$ cat src/rtl/dmem_responder.sv
// Data-memory responder with programmable latency: captures one load/store in IDLE,
// stalls the pipeline while it is pending, then acks (with err_o on rejected requests).
module dmem_responder #(
    parameter int DEPTH = 32,
    parameter int LAT   = 2
) (
    input  logic        clk_i,
    input  logic        rst_i,
    input  logic        MemRead_i,
    input  logic        MemWrite_i,
    input  logic [31:0] Address_i,
    input  logic [31:0] WriteData_i,
    output logic [31:0] data_o,
    output logic        stall_o,
    output logic        ack_o,
    output logic        err_o
);

    localparam int AW = $clog2(DEPTH);

    typedef enum logic [1:0] {
        IDLE,
        WAIT,
        DONE
    } state_e;

    state_e          state_q, state_d;
    logic [3:0]      cnt_q, cnt_d;
    logic            wr_q, wr_d;
    logic            bad_q, bad_d;
    logic [AW-1:0]   idx_q, idx_d;
    logic [31:0]     wdata_q, wdata_d;
    logic [31:0]     data_q, data_d;
    logic            ack_q, ack_d;
    logic            err_q, err_d;
    logic            stall_raw;

    logic [31:0]     mem [DEPTH];

    logic            req;
    logic            req_bad;
    logic [AW-1:0]   req_idx;

    assign req     = MemRead_i | MemWrite_i;
    assign req_bad = (MemRead_i & MemWrite_i)
                   | (Address_i[1:0] != 2'b00)
                   | (Address_i[31:2] >= 30'(DEPTH));
    assign req_idx = Address_i[AW+1:2];

    // NOTE: every variable gets a default first so no path through the case infers a latch.
    always_comb begin
        state_d   = state_q;
        cnt_d     = cnt_q;
        wr_d      = wr_q;
        bad_d     = bad_q;
        idx_d     = idx_q;
        wdata_d   = wdata_q;
        data_d    = data_q;
        ack_d     = 1'b0;
        err_d     = 1'b0;
        stall_raw = 1'b0;

        case (state_q)
            IDLE: begin
                if (req) begin
                    stall_raw = 1'b1;
                    wr_d      = MemWrite_i;
                    bad_d     = req_bad;
                    idx_d     = req_idx;
                    wdata_d   = WriteData_i;
                    cnt_d     = 4'(LAT - 1);
                    state_d   = (LAT == 1) ? DONE : WAIT;
                end
            end
            WAIT: begin
                stall_raw = 1'b1;
                cnt_d     = cnt_q - 4'd1;
                if (cnt_q == 4'd1) begin
                    state_d = DONE;
                end
            end
            DONE:    state_d = IDLE;
            default: state_d = IDLE;
        endcase

        // The _d copies already hold the live request when LAT==1 jumps straight from IDLE.
        if (state_d == DONE) begin
            ack_d = 1'b1;
            err_d = bad_d;
            if (bad_d) begin
                data_d = '0;
            end else if (!wr_d) begin
                data_d = mem[idx_d];
            end
        end
    end

    // NOTE: sequential state uses non-blocking assignments so every register samples pre-edge values.
    always_ff @(posedge clk_i or negedge rst_i) begin
        if (!rst_i) begin
            state_q <= IDLE;
            cnt_q   <= '0;
            wr_q    <= 1'b0;
            bad_q   <= 1'b0;
            idx_q   <= '0;
            wdata_q <= '0;
            data_q  <= '0;
            ack_q   <= 1'b0;
            err_q   <= 1'b0;
        end else begin
            state_q <= state_d;
            cnt_q   <= cnt_d;
            wr_q    <= wr_d;
            bad_q   <= bad_d;
            idx_q   <= idx_d;
            wdata_q <= wdata_d;
            data_q  <= data_d;
            ack_q   <= ack_d;
            err_q   <= err_d;
        end
    end

    // NOTE: the array has no reset; its contents survive rst_i and reset forces IDLE, so no write fires.
    always_ff @(posedge clk_i) begin
        if (state_q == DONE && wr_q && !bad_q) begin
            mem[idx_q] <= wdata_q;
        end
    end

    assign stall_o = stall_raw & rst_i;
    assign data_o  = data_q;
    assign ack_o   = ack_q;
    assign err_o   = err_q;

endmodule

$ cat config.mk
export PLATFORM = sky130hd
export DESIGN_NAME = dmem_responder
export DESIGN_NICKNAME = d
export VERILOG_FILES = /design/src/rtl/dmem_responder.sv
export SDC_FILE = /design/constraint.sdc
export NUM_CORES = 1
export LEC_CHECK = 0
export CAP_MARGIN = 20
export CORE_MARGIN = 5
export CORE_UTILIZATION = 55
export DETAILED_ROUTE_END_ITERATION = 7
export PLACE_DENSITY = 0.7
export SLEW_MARGIN = 20
export SYNTH_ARGS = -nofsm -noshare
export SYNTH_HDL_FRONTEND = slang
export SYNTH_SLANG_ARGS = --single-unit
$ cat constraint.sdc
create_clock -name clk_i -period 6.05 [get_ports clk_i]
set_input_delay 1.5125 -clock clk_i [delete_from_list [all_inputs] [get_ports clk_i]]
set_output_delay 1.5125 -clock clk_i [all_outputs]
set_load 0.05 [all_outputs]
==> results of run 1 <==
placed cells by master (no fill, tap or decap), types with 13 or more instances in the layout:
cell type / Yosys / layout
a32o_1: 20 / 20
edfxtp_1: 1024 / 1024
a32oi_1: 30 / 30
dfrtp_2: 0 / 13
a31oi_1: 28 / 28
o22ai_1: 39 / 39
a21oi_1: 57 / 57
clkinv_2: 0 / 21
mux2i_1: 54 / 54
a311oi_1: 31 / 31
a2111oi_0: 36 / 36
nor3_1: 36 / 35
nor2_4: 3 / 37
nor4_1: 19 / 19
nand2b_1: 78 / 78
clkbuf_1: 160 / 23
a211oi_1: 203 / 203
clkdlybuf4s50_1: 0 / 99
nand3_1: 77 / 76
dfrtp_1: 79 / 66
a22oi_1: 20 / 20
o211ai_1: 13 / 13
and3_1: 193 / 193
nand2_1: 509 / 509
buf_4: 4 / 90
nand4_1: 61 / 61
o21ai_0: 111 / 111
clkinv_1: 0 / 27
clkbuf_16: 0 / 108
mux2_2: 41 / 41
report_power, final:
part           internal, µW  leakage (µW)  switching, µW
registers              9490        0.0103           1090
clock network          3790       0.00171           2810
logic                  2270       0.00504           4840
layout make-up:
type	count	area share, %
multi-input combinational	1809	22.0
inverter	6	0.0641
sequential	1103	64.5
timing repair buffer	206	3.96
tap	1060	2.61
clock buffer	137	5.66
clock inverter	66	1.24
worst max-delay path: stages:
cell	delay (ps)
clkdlybuf4s50_1	570
or2_2	390
nand2_2	320
buf_4	350
a21oi_1	260
buf_12	180
cell families (layout without fill, tap and decap cells):
kind of cell | after synthesis | count (layout) | synth area share (%)
DFF | 1103 | 1103 | 73.3
and+or+nand+nor | 1070 | 1070 | 11.9
AOI/OAI and AO/OA | 642 | 642 | 10.2
buffers and inverters | 248 | 415 | 2.39
muxes | 95 | 95 | 2.24
adders and majority gates | 2 | 2 | 0.0560
Yosys cell counts, drive strengths merged (31+ instances only):
cell type  count
a2111oi       36
a211oi       203
a21oi         58
a311oi        31
and3         195
buf           82
clkbuf       160
dfrtp         79
edfxtp      1024
mux2          41
mux2i         54
nand2        510
nand2b        78
nand3         77
nand4         61
nor2          50
nor3          37
o21ai        125
o22ai         39
per-layer routing:
| metal | wire length, µm | GRT usage, % | vias to the layer above |
|---|---|---|---|
| met5 | 0 | 0 | - |
| met4 | 5590 | 11.4 | 0 |
| met3 | 9230 | 3.84 | 269 |
| met2 | 58200 | 44.1 | 1479 |
| met1 | 45300 | 36.2 | 14400 |
| li1 | - | - | 12500 |
stage by stage:
step | area [µm²] | cells | worst slack, ps | hold slack, ps | utilization (%)
after global placement | 47100 | 4177 | 533 | 475 | 58.5
after CTS | 50600 | 4382 | 970 | 510 | 62.9
final | 50800 | 4387 | 949 | 513 | 63.0
after floorplan | 44700 | 3160 | 1210 | 457 | -
after detailed placement | 47100 | 4179 | 382 | 503 | 58.5
after global routing | 50800 | 4387 | 865 | 554 | 63.0
final timing paths:
check | endpoint | slack (ps) | cells after the start
min in group asynchronous | wdata_q[29] | 840 | 1
max in group asynchronous | data_o[17] | 3950 | 2
worst min-delay path | cnt_q[3] | 510 | 1
worst max register to register | data_o[20] | 1930 | 8
worst min register to register | cnt_q[3] | 510 | 1
worst max-delay path | stall_o | 950 | 6
sequential cells by signal, indices dropped and copies added (netlist names), 2 cells and up:
register,flops
mem,1024
data_o,32
wdata_q,32
idx_q,5
cnt_q,4
state_q,2
==> impl_metrics.py, run 1 <==
metrics = {
    "sta": {
        "final.min_clock_period_ps": 5100,
        "fin_crit_sh_pct": 84.3,
        "tightest_slew_ps": 1140,
        "fin_skew_ps": 34.8,
        "fmax_mhz": 196,
        "setup_violations": 0,
        "rsz0062_at_grt": "no",
        "finalSetupTns_ps": 0,
        "slew_headroom_pct": 23.8,
        "finalMaxSlewViolations": 0,
        "hold_violations": 0,
    },
    "worst_setup_path": {
        "arrival_ps": 3590,
        "worstPathRequired_ps": 4540,
        "critPathLaunch": "MemWrite_i",
        "worstPathMaxFanout": 28,
        "start_kind": "input port",
        "setup.worst_path.end_class": "output port",
        "worst_r2r_startpoint": "state_q[1]",
        "critPathKind": "input port to output port",
    },
    "floorplan": {
        "die_w_um": 295,
        "coreArea_um2": 80500,
        "start_util_pct": 55.4,
        "die_h_um": 295,
        "rows": 104,
        "io-pin-count": 103,
        "dieArea_um2": 87000,
    },
    "clock_network": {
        "clock_latency_ps": 680,
        "cts_resized": 0,
        "cts.root.buffer_cell": "clkbuf_16",
        "cts_tree": "built",
        "clock_path_buffers": 3,
        "htreeDepth": 3,
        "cts_sinks": 1103,
        "post_cts_buffers": 0,
        "clkSlewWorstSetupHoldPaths_ps": 60,
        "holdBufCountCts": 0,
        "cts_made_buffers": 108,
    },
    "synth": {
        "yosysTopAreaCell": "edfxtp_1",
        "synth_top_area_share_pct": 68.8,
        "synth_ff_type": "edfxtp_1",
        "synthCells": 3160,
        "seq_area_frac_synth_pct": 73.3,
        "synth_cell_types": 66,
        "synth_area_leaders": "edfxtp_1, dfrtp_1, nand2_1",
        "synth_edf_count": 1024,
        "synthesis.area_um2": 44700,
        "synth-seq-cells": 1103,
        "async_flop_share_pct": 7.16,
        "yosys_warnings": 0,
        "syn-num-nets": 3230,
        "syn_avg_cell_area_um2": 14.1,
    },
    "worst_hold_path": {
        "min_path_type": "flip-flop to flip-flop",
        "hold_path_startpoint": "cnt_q[3]",
    },
    "grt": {
        "antenna_found_initial": 0,
        "grt_start_max_net_pins": 194,
        "grt-ovfl-total": 0,
        "grt_pass1_wl_mm": 176,
        "first_global_vias": 28400,
        "grt_use_total_pct": 26.7,
    },
    "power": {
        "cellPowerDensity_nw_per_um2": 478,
        "p_leak_uw": 0.0170,
        "p_total_uw": 24300,
        "ir_drop_mv": 0.427,
    },
    "placed_design": {
        "dpl.hpwl_mm": 68.5,
        "io_buffers": 102,
        "gp_congestion": 0.839,
    },
    "drt": {
        "drc": 0,
        "avgViaCountPerCell": 6.51,
        "vias": 28600,
        "drtIter0Drc": 3337,
        "wire_per_inst_um": 27.0,
        "wirelength_mm": 118,
        "firstDrtPassIters": 8,
        "ant_nets": 0,
    },
    "cells_and_area": {
        "drive_gt1_share_pct": 11.3,
        "area_growth_pct": 13.7,
        "fillers": 5739,
        "seq_area_um2": 32700,
        "fin_nets": 3304,
        "multi_input_area_um2": 11200,
        "antenna_cells": 0,
    },
    "flow_run": {
        "drv_cap": 0,
    },
    "run_status": {
        "status": "completed",
    },
}
Power figures use the tool's default switching activity.
==> run 2, diff against run 1 <==
- PLACE_DENSITY: 0.7 -> 0.73
- clock period: 6.05 -> 4.5 ns (I/O delays scaled with it)
==> impl_metrics.py, run 2 (synthesis results as in run 1) <==
metrics = {
    "sta": {
        "setup_violations": 0,
        "slew_headroom_pct": 21.8,
        "rsz0062_at_grt": "no",
        "fmax_mhz": 239,
        "finalSetupTns_ps": 0,
        "fin_crit_sh_pct": 92.9,
        "finalMaxSlewViolations": 0,
        "final.min_clock_period_ps": 4180,
        "tightest_slew_ps": 1170,
        "hold_violations": 0,
        "fin_skew_ps": 24.6,
    },
    "grt": {
        "grt_use_total_pct": 26.5,
        "grt-ovfl-total": 0,
        "grt_pass1_wl_mm": 175,
        "grt_start_max_net_pins": 152,
        "first_global_vias": 28900,
        "antenna_found_initial": 0,
    },
    "cells_and_area": {
        "fillers": 5611,
        "drive_gt1_share_pct": 12.3,
        "final_util_pct": 63.6,
        "largest_reg_flops": 1024,
        "antenna_cells": 0,
        "final_common_cell": "edfxtp_1",
        "fin_nets": 3351,
        "layout_common_cells": "edfxtp_1, nand2_1, a211oi_1, and3_1, buf_4",
        "instances_no_fill": 4430,
        "largest-register": "mem",
        "area_growth_pct": 14.7,
    },
    "clock_network": {
        "cts_tree": "built",
        "clock_latency_ps": 680,
        "cts.root.buffer_cell": "clkbuf_16",
        "cts_sinks": 1103,
        "holdBufCountCts": 0,
        "cts_made_buffers": 107,
        "htreeDepth": 3,
        "post_cts_buffers": 0,
        "clock_path_buffers": 3,
        "cts_resized": 0,
        "clkSlewWorstSetupHoldPaths_ps": 60,
    },
    "drt": {
        "ant_nets": 0,
        "firstDrtPassIters": 6,
        "drtIter0Drc": 3774,
        "wire_per_inst_um": 26.6,
        "drc": 0,
        "avgViaCountPerCell": 6.56,
        "vias": 29000,
        "wirelength_mm": 118,
    },
    "worst_setup_path": {
        "worstPathMaxFanout": 20,
        "arrival_ps": 4710,
        "setup.worst_path.end_class": "flip-flop",
        "path_cells": "clkdlybuf4s50_1 > or2_2 > and3_4 > nor2_4 > clkinv_2 > buf_12 > buf_4 > buf_4 > a2111oi_0 > nor4_1 > nand4_1 > o211ai_1",
        "worstPathRequired_ps": 5030,
        "critPathKind": "input port to flip-flop",
        "cp_common_cell": "buf_4",
        "start_kind": "input port",
        "worst_path_max_delay_cell": "a2111oi_0",
        "cp_slowest_stage_delay_ps": 630,
    },
    "floorplan": {
        "die_w_um": 295,
        "rows": 104,
        "start_util_pct": 55.4,
        "die_h_um": 295,
        "coreArea_um2": 80500,
        "dieArea_um2": 87000,
        "io-pin-count": 103,
    },
    "placed_design": {
        "dpl.hpwl_mm": 69.0,
        "gp_congestion": 0.839,
        "io_buffers": 102,
        "placedCellCount": 4231,
    },
    "power": {
        "p_int_uw": 21200,
        "share_comb_of_total_power_pct": 30.6,
        "switchingPower_uw": 11800,
        "ir_drop_mv": 0.555,
        "swShare_pct": 35.8,
        "p_leak_uw": 0.0173,
        "pwr-share-seq_pct": 43.2,
        "p_clk_share_pct": 26.2,
        "cellPowerDensity_nw_per_um2": 645,
        "p_total_uw": 33100,
    },
    "flow_run": {
        "drv_cap": 0,
    },
    "worst_hold_path": {
        "min_path_type": "flip-flop to flip-flop",
    },
    "run_status": {
        "status": "completed",
    },
}
## run 2: cell types whose count changed in the layout (fill, tap and decap cells not counted), moves of 2 or more
cell and delta:
nor2_2 +2, nor2_1 -2, buf_4 +30, buf_12 +21, clkbuf_1 +14, bufinv_16 -3
clkinv_1 -9, clkinv_2 -4, inv_6 -3, buf_16 -2
## run 2: metal layers
| metal | GRT usage, % | up-vias | share of wire, % | wire length [µm] |
|---|---|---|---|---|
| li1 | - | 12500 | - | - |
| met5 | 0 | - | 0 | 0 |
| met4 | 11.4 | 0 | 4.7 | 5550 |
| met3 | 4.34 | 319 | 9.1 | 10800 |
| met1 | 35.9 | 14500 | 38 | 44700 |
| met2 | 43.3 | 1649 | 48 | 56900 |
## run 2: final timing paths
kind,startpoint,slack (ps),cells after the start,endpoint
min in group asynchronous,rst_i,630,2,idx_q[4]
min,cnt_q[3],510,1,cnt_q[3]
max in group asynchronous,rst_i,2730,3,data_o[30]
min reg2reg,cnt_q[3],510,1,cnt_q[3]
max reg2reg,state_q[1],850,9,data_o[8]
max,MemWrite_i,320,12,data_o[9]
## run 2: critical path: cells and delay by family
family / cells / cell delay, ps
AND/OR/NAND/NOR: 5 / 1400
buffers and inverters: 5 / 1350
AO/OA/AOI/OAI: 2 / 780
## run 2: per-stage QoR
step | area (µm²) | worst slack [ps] | hold slack, ps
finish | 51200 | 321 | 507
floorplan | 44700 | 432 | 457
global route | 51200 | 292 | 552
global placement | 47800 | -202 | 475
detailed placement | 47800 | -269 | 504
CTS | 51200 | 433 | 517
## run 2: power by group through the flow
| stage | combinational (µW) | sequential (µW) | clock, µW |
|---|---|---|---|
| 2_1_floorplan | 6270 | 13700 | 0 |
| 4_1_cts | 9970 | 14200 | 8750 |
| 3_3_place_gp | 9640 | 14400 | 0 |
| 6_report | 10100 | 14300 | 8670 |
| 3_5_place_dp | 9900 | 14500 | 0 |
| 5_1_grt | 10700 | 14400 | 9180 |
## run 2: cell type report
type | instances | area, µm² | area share (%)
sequential | 1103 | 32700 | 63.9
multi-input combinational | 1809 | 11200 | 21.8
clock buffer | 150 | 2910 | 5.68
timing repair buffer | 254 | 2580 | 5.04
tap | 1060 | 1330 | 2.59
clock inverter | 48 | 483 | 0.942
inverter | 6 | 32.5 | 0.0635
